===== config.mk =====
export PLATFORM = sky130hd
export DESIGN_NAME = gpu_scroll_rx
export DESIGN_NICKNAME = d
export VERILOG_FILES = /design/src/rtl/gpu_scroll_rx_pkg.sv /design/src/rtl/gpu_rot_window.sv /design/src/rtl/gpu_scroll_rx.sv
export SDC_FILE = /design/constraint.sdc
export NUM_CORES = 1
export LEC_CHECK = 0
export BUFFER_PORTS_ARGS = -buffer_cell sky130_fd_sc_hd__buf_2
export CAP_MARGIN = 20
export CORE_MARGIN = 2
export CORE_UTILIZATION = 50
export CTS_CLUSTER_DIAMETER = 30
export DETAILED_ROUTE_END_ITERATION = 6
export GPL_ROUTABILITY_DRIVEN = 0
export PLACE_DENSITY = 0.75
export SETUP_SLACK_MARGIN = 0.2
export SLEW_MARGIN = 20
export SYNTH_ARGS = -nofsm -noshare
export SYNTH_HDL_FRONTEND = slang
export SYNTH_SLANG_ARGS = --single-unit

===== constraint.sdc =====
create_clock -name clk3hz -period 3.6 [get_ports clk3hz]
set_input_delay 0.36 -clock clk3hz [delete_from_list [all_inputs] [get_ports clk3hz]]
set_output_delay 0.36 -clock clk3hz [all_outputs]
set_load 0.01 [all_outputs]

===== src/rtl/gpu_scroll_rx_pkg.sv =====
// Shared constants for the scrolling-ID display bus (GPU side and receiver).
package gpu_scroll_rx_pkg;

    localparam int NIB_W  = 4;
    localparam int BUS_W  = 16;
    localparam int ID_W   = 32;
    localparam int PERIOD = 8;

    typedef logic [1:0] state_t;

    localparam state_t ST_ACQ   = 2'd0;
    localparam state_t ST_TRACK = 2'd1;
    localparam state_t ST_LOCK  = 2'd2;
    localparam state_t ST_ERR   = 2'd3;

endpackage


===== src/rtl/gpu_rot_window.sv =====
// Combinational window extraction: rotl(id, 4*k)[31:16] for a 3-bit rotation index.
module gpu_rot_window
    import gpu_scroll_rx_pkg::*;
(
    input  logic [ID_W-1:0]  id,
    input  logic [2:0]       k,
    output logic [BUS_W-1:0] win
);

    logic [2*ID_W-1:0] dbl;

    // Doubling the word turns the rotate into a plain shift of the upper half.
    always_comb begin
        dbl = {id, id} << {k, 2'b00};
        win = dbl[2*ID_W-1 -: BUS_W];
    end

endmodule


===== src/rtl/gpu_scroll_rx.sv =====
// Scrolling-ID receiver: recovers the 32-bit ID from five windows, then
// tracks every later window against it, reporting lock and a sticky error.
module gpu_scroll_rx
    import gpu_scroll_rx_pkg::*;
#(
    parameter int unsigned LOCK_CYCLES = 8
) (
    input  logic             clk3hz,
    input  logic             rst,
    input  logic [BUS_W-1:0] dataBus,
    output logic [ID_W-1:0]  id_out,
    output logic             id_valid,
    output logic             locked,
    output logic             err,
    output logic [2:0]       phase
);

    localparam logic [7:0] LOCK_N = 8'(LOCK_CYCLES);

    state_t                state;
    logic [ID_W-1:NIB_W]   sr;
    logic [BUS_W-1:0]      prev;
    logic [2:0]            acqCnt;
    logic [7:0]            matchCnt;
    logic [2:0]            phaseNext;
    logic [BUS_W-1:0]      expWin;
    logic                  overlapOk;
    logic                  winMatch;

    // The first sample after reset is window 0; every later edge advances by one.
    always_comb begin
        phaseNext = (state == ST_ACQ && acqCnt == 3'd0) ? 3'd0 : phase + 3'd1;
        overlapOk = (dataBus[BUS_W-1:NIB_W] == prev[BUS_W-NIB_W-1:0]);
        winMatch  = (dataBus == expWin);
    end

    gpu_rot_window u_win (
        .id  (id_out),
        .k   (phaseNext),
        .win (expWin)
    );

    always_ff @(posedge clk3hz) begin
        if (!rst) begin
            state    <= ST_ACQ;
            sr       <= '0;
            prev     <= '0;
            acqCnt   <= '0;
            matchCnt <= '0;
            id_out   <= '0;
            id_valid <= 1'b0;
            locked   <= 1'b0;
            err      <= 1'b0;
            phase    <= '0;
        end else begin
            phase <= phaseNext;
            prev  <= dataBus;
            case (state)
                ST_ACQ: begin
                    if (acqCnt == 3'd0) begin
                        sr[ID_W-1:BUS_W] <= dataBus;
                        acqCnt           <= 3'd1;
                    end else if (!overlapOk) begin
                        err   <= 1'b1;
                        state <= ST_ERR;
                    end else begin
                        acqCnt <= acqCnt + 3'd1;
                        case (acqCnt)
                            3'd1:    sr[15:12] <= dataBus[NIB_W-1:0];
                            3'd2:    sr[11:8]  <= dataBus[NIB_W-1:0];
                            3'd3:    sr[7:4]   <= dataBus[NIB_W-1:0];
                            default: begin
                                id_out   <= {sr, dataBus[NIB_W-1:0]};
                                id_valid <= 1'b1;
                                matchCnt <= '0;
                                state    <= ST_TRACK;
                            end
                        endcase
                    end
                end
                ST_TRACK: begin
                    if (!winMatch) begin
                        err    <= 1'b1;
                        locked <= 1'b0;
                        state  <= ST_ERR;
                    end else if (matchCnt + 8'd1 >= LOCK_N) begin
                        matchCnt <= LOCK_N;
                        locked   <= 1'b1;
                        state    <= ST_LOCK;
                    end else begin
                        matchCnt <= matchCnt + 8'd1;
                    end
                end
                ST_LOCK: begin
                    if (!winMatch) begin
                        err    <= 1'b1;
                        locked <= 1'b0;
                        state  <= ST_ERR;
                    end
                end
                default: ;
            endcase
        end
    end

endmodule

==> results_dict.tcl <==
set metrics [dict create \
    status "finished, final reports clean" \
    synth_nets 577 \
    drive_gt1_frac 0.208 \
    yosys_most_used_dff "dfxtp_1" \
    worstSetupEndpointType "register" \
    syn_area_sq_um 4910 \
    synth_warnings 0 \
    grt_start_max_net_pins 70 \
    ys_ff_latch 91 \
    fp.dieH_um 103 \
    wl_per_cell_um 18.6 \
    io_buffers 55 \
    synth_largest_area_cell "dfxtp_1" \
    startpoint_type "register" \
    area_growth_pct 16.6 \
    antennaDiodeCount 0 \
    clock-sinks 91 \
    powerDensity_nw_per_um2 529 \
    cts_buffers 9 \
    worstPathRequired_ns 3.91 \
    row_count 36 \
    cp_max_fo 42 \
    yosysUniqueCellTypes 58 \
    vias 4352 \
    critPathKind "reg2reg" \
    synth_edf_count 0 \
    cts_tree "done" \
    cts_hold_buf 0 \
    via_per_inst 5.94 \
    drv_slew 0 \
    die_area_sq_um 10600 \
    first_pass_iters 5 \
    grt_pass1_wl_mm 20.7 \
    synth_top_cell_area_share 0.371 \
    synthTopCellsByArea "dfxtp_1, mux2i_1, nor2b_1" \
    finalNetCount 625 \
    clock_path_buffers 2 \
    hold_class "in2reg" \
    rsz0062_at_grt "no" \
    crit_arrival_ns 3.56 \
    grt_overflow 0 \
    synth_cells 547 \
    drt_iter0_markers 375 \
    drtAntennaViolNets 0 \
    ctsHtreeMaxLevel 3 \
    min_period_ns 3.25 \
    grt_pass1_vias 3911 \
    die_width_um 103 \
    tns_ns 0 \
    slew_headroom 0.394 \
    ioPinCount 56 \
    hold_violations 0 \
    yosysSeqAreaShare 0.371 \
    start_util 0.509 \
    cap_violations 0 \
    ir_worst_vdd_mv 0.287 \
    setup_viol 0 \
    fmax_mhz 308 \
    synthArstFlopShare 0 \
    drc_errors 0 \
    finClkSkew_ns 0.0114 \
    antenna_found_initial 0 \
    finalWirelength_mm 13.6 \
    grt_usage 0.256 \
    period_share 0.903 \
    dp_hpwl_mm 9.43 \
    total_leakage_power_nw 2.14 \
    tightest_slew_ns 0.903 \
    clockRootBuffer "clkbuf_8" \
    fp.coreArea_sq_um 9640 \
    avgSynthCellArea_sq_um 8.97 \
    clk_latency_ns 0.36 \
    path_clk_slew_ns 0.09 \
    power_mw 3.03 \
    holdWs_ns 0.288 \
]
[layer usage]
layer  vias up  global-route usage  routed length (um)
met5         -                   0                   0
met4         0               0.110                 584
met3        55              0.0705                1040
met2       195               0.414                6380
met1      2066               0.321                5610
li1       2036                   -                   -
[layout make-up]
cell class,instances,area (sq um)
clock buffers,9,124
clock inverters,7,76.3
fillers,868,3920
inverters,9,33.8
multi-input cells,405,2980
flip-flops and latches,91,1830
well taps,133,166
repair buffers,79,507
[timing repair]
| action | in CTS | in global routing |
|---|---|---|
| gates cloned | 0 | 2 |
| setup endpoints to repair | 4 | 9 |
| setup buffers | 4 | 0 |
| pin swaps | 2 | 5 |
| gates resized for setup | 4 | 25 |
[registers in the layout, indices dropped and copies added, names as in the netlist]
| register | count |
|---|---|
| acqCnt | 3 |
| err | 1 |
| id_out | 32 |
| id_valid | 1 |
| locked | 1 |
| matchCnt | 8 |
| phase | 3 |
| prev | 12 |
| sr | 28 |
| state | 2 |
[Yosys cell counts (6+ instances only)]
cell       instances
a211o_1            6
buf_2              8
xnor2_1           16
a31oi_1           10
and3_1             8
a2111oi_0          6
dfxtp_1           91
inv_1              8
a211oi_1          14
o21a_1             7
a2111oi_2          6
a21boi_0          18
ha_1              12
xor2_1            14
nor2_1            33
nand2_1           46
a21oi_1            8
and2_1            17
mux2i_1           54
o21ai_0           34
clkbuf_1          31
nor2b_1           41
nor4_1             7
[cell families (layout without fill, tap and decap cells)]
kind of cell,count (synthesis),after routing,synth area share
mux,56,56,0.117
fa+ha+maj,12,12,0.0306
simple gates,172,172,0.179
buf+inv,51,104,0.0441
compound gates,134,134,0.201
flops,91,91,0.371
xor+xnor,31,31,0.0568
[per-stage QoR]
step                cells   util  setup WS (ns)  area, sq um
detailed placement    711  0.552          0.137         5330
finish                733  0.594          0.349         5720
floorplan             547      -          0.726         4910
global placement      711  0.552          0.215         5330
CTS                   731  0.577          0.231         5560
global route          733  0.594          0.205         5720
[worst paths after layout]
kind	from	end	slack (ns)	cells past startpoint
worst min register to register	sr[25]	sr[25]	0.47	2
worst min-delay path	dataBus[12]	sr[28]	0.29	3
worst max-delay path	phase[0]	matchCnt[3]	0.35	10
worst max register to register	phase[0]	matchCnt[3]	0.35	10
[power by group]
group	total, mW	switching (mW)	internal, mW
clock	0.695	0.371	0.324
combinational	1.19	0.717	0.471
sequential	1.14	0.0521	1.09
[placed cells by master (no fill, tap or decap), types with 3 or more instances in the layout]
| master | synthesis | final |
|---|---|---|
| o21a_1 | 7 | 7 |
| buf_4 | 0 | 20 |
| nor4_1 | 7 | 6 |
| nand3_1 | 4 | 4 |
| a31oi_1 | 10 | 8 |
| clkbuf_8 | 0 | 9 |
| nor2b_1 | 41 | 40 |
| a21oi_1 | 8 | 8 |
| dfxtp_1 | 91 | 87 |
| a2111oi_2 | 6 | 7 |
| and2_1 | 17 | 16 |
| o21ai_0 | 34 | 34 |
| inv_1 | 8 | 7 |
| a211o_1 | 6 | 6 |
| a211oi_1 | 14 | 13 |
| nand2_1 | 46 | 46 |
| nor2_1 | 33 | 32 |
| a2111oi_4 | 1 | 3 |
| xnor2_1 | 16 | 16 |
| a21boi_0 | 18 | 18 |
| nand4_1 | 3 | 3 |
| nor3_1 | 4 | 4 |
| buf_2 | 8 | 55 |
| and3_1 | 8 | 8 |
| ha_1 | 12 | 10 |
| mux2i_1 | 54 | 54 |
| xor2_1 | 14 | 14 |
| o21ai_1 | 3 | 3 |
[critical path, cell delays in order (launching register included)]
cell,delay (ns)
dfxtp_2,0.35
buf_6,0.32
buf_4,0.37
mux4_2,0.54
mux2i_1,0.22
xnor2_1,0.10
nor4_2,0.32
nand4_1,0.17
buf_4,0.21
or4_1,0.50
nand3_1,0.09
No activity file was read; power rests on OpenSTA's default activity.
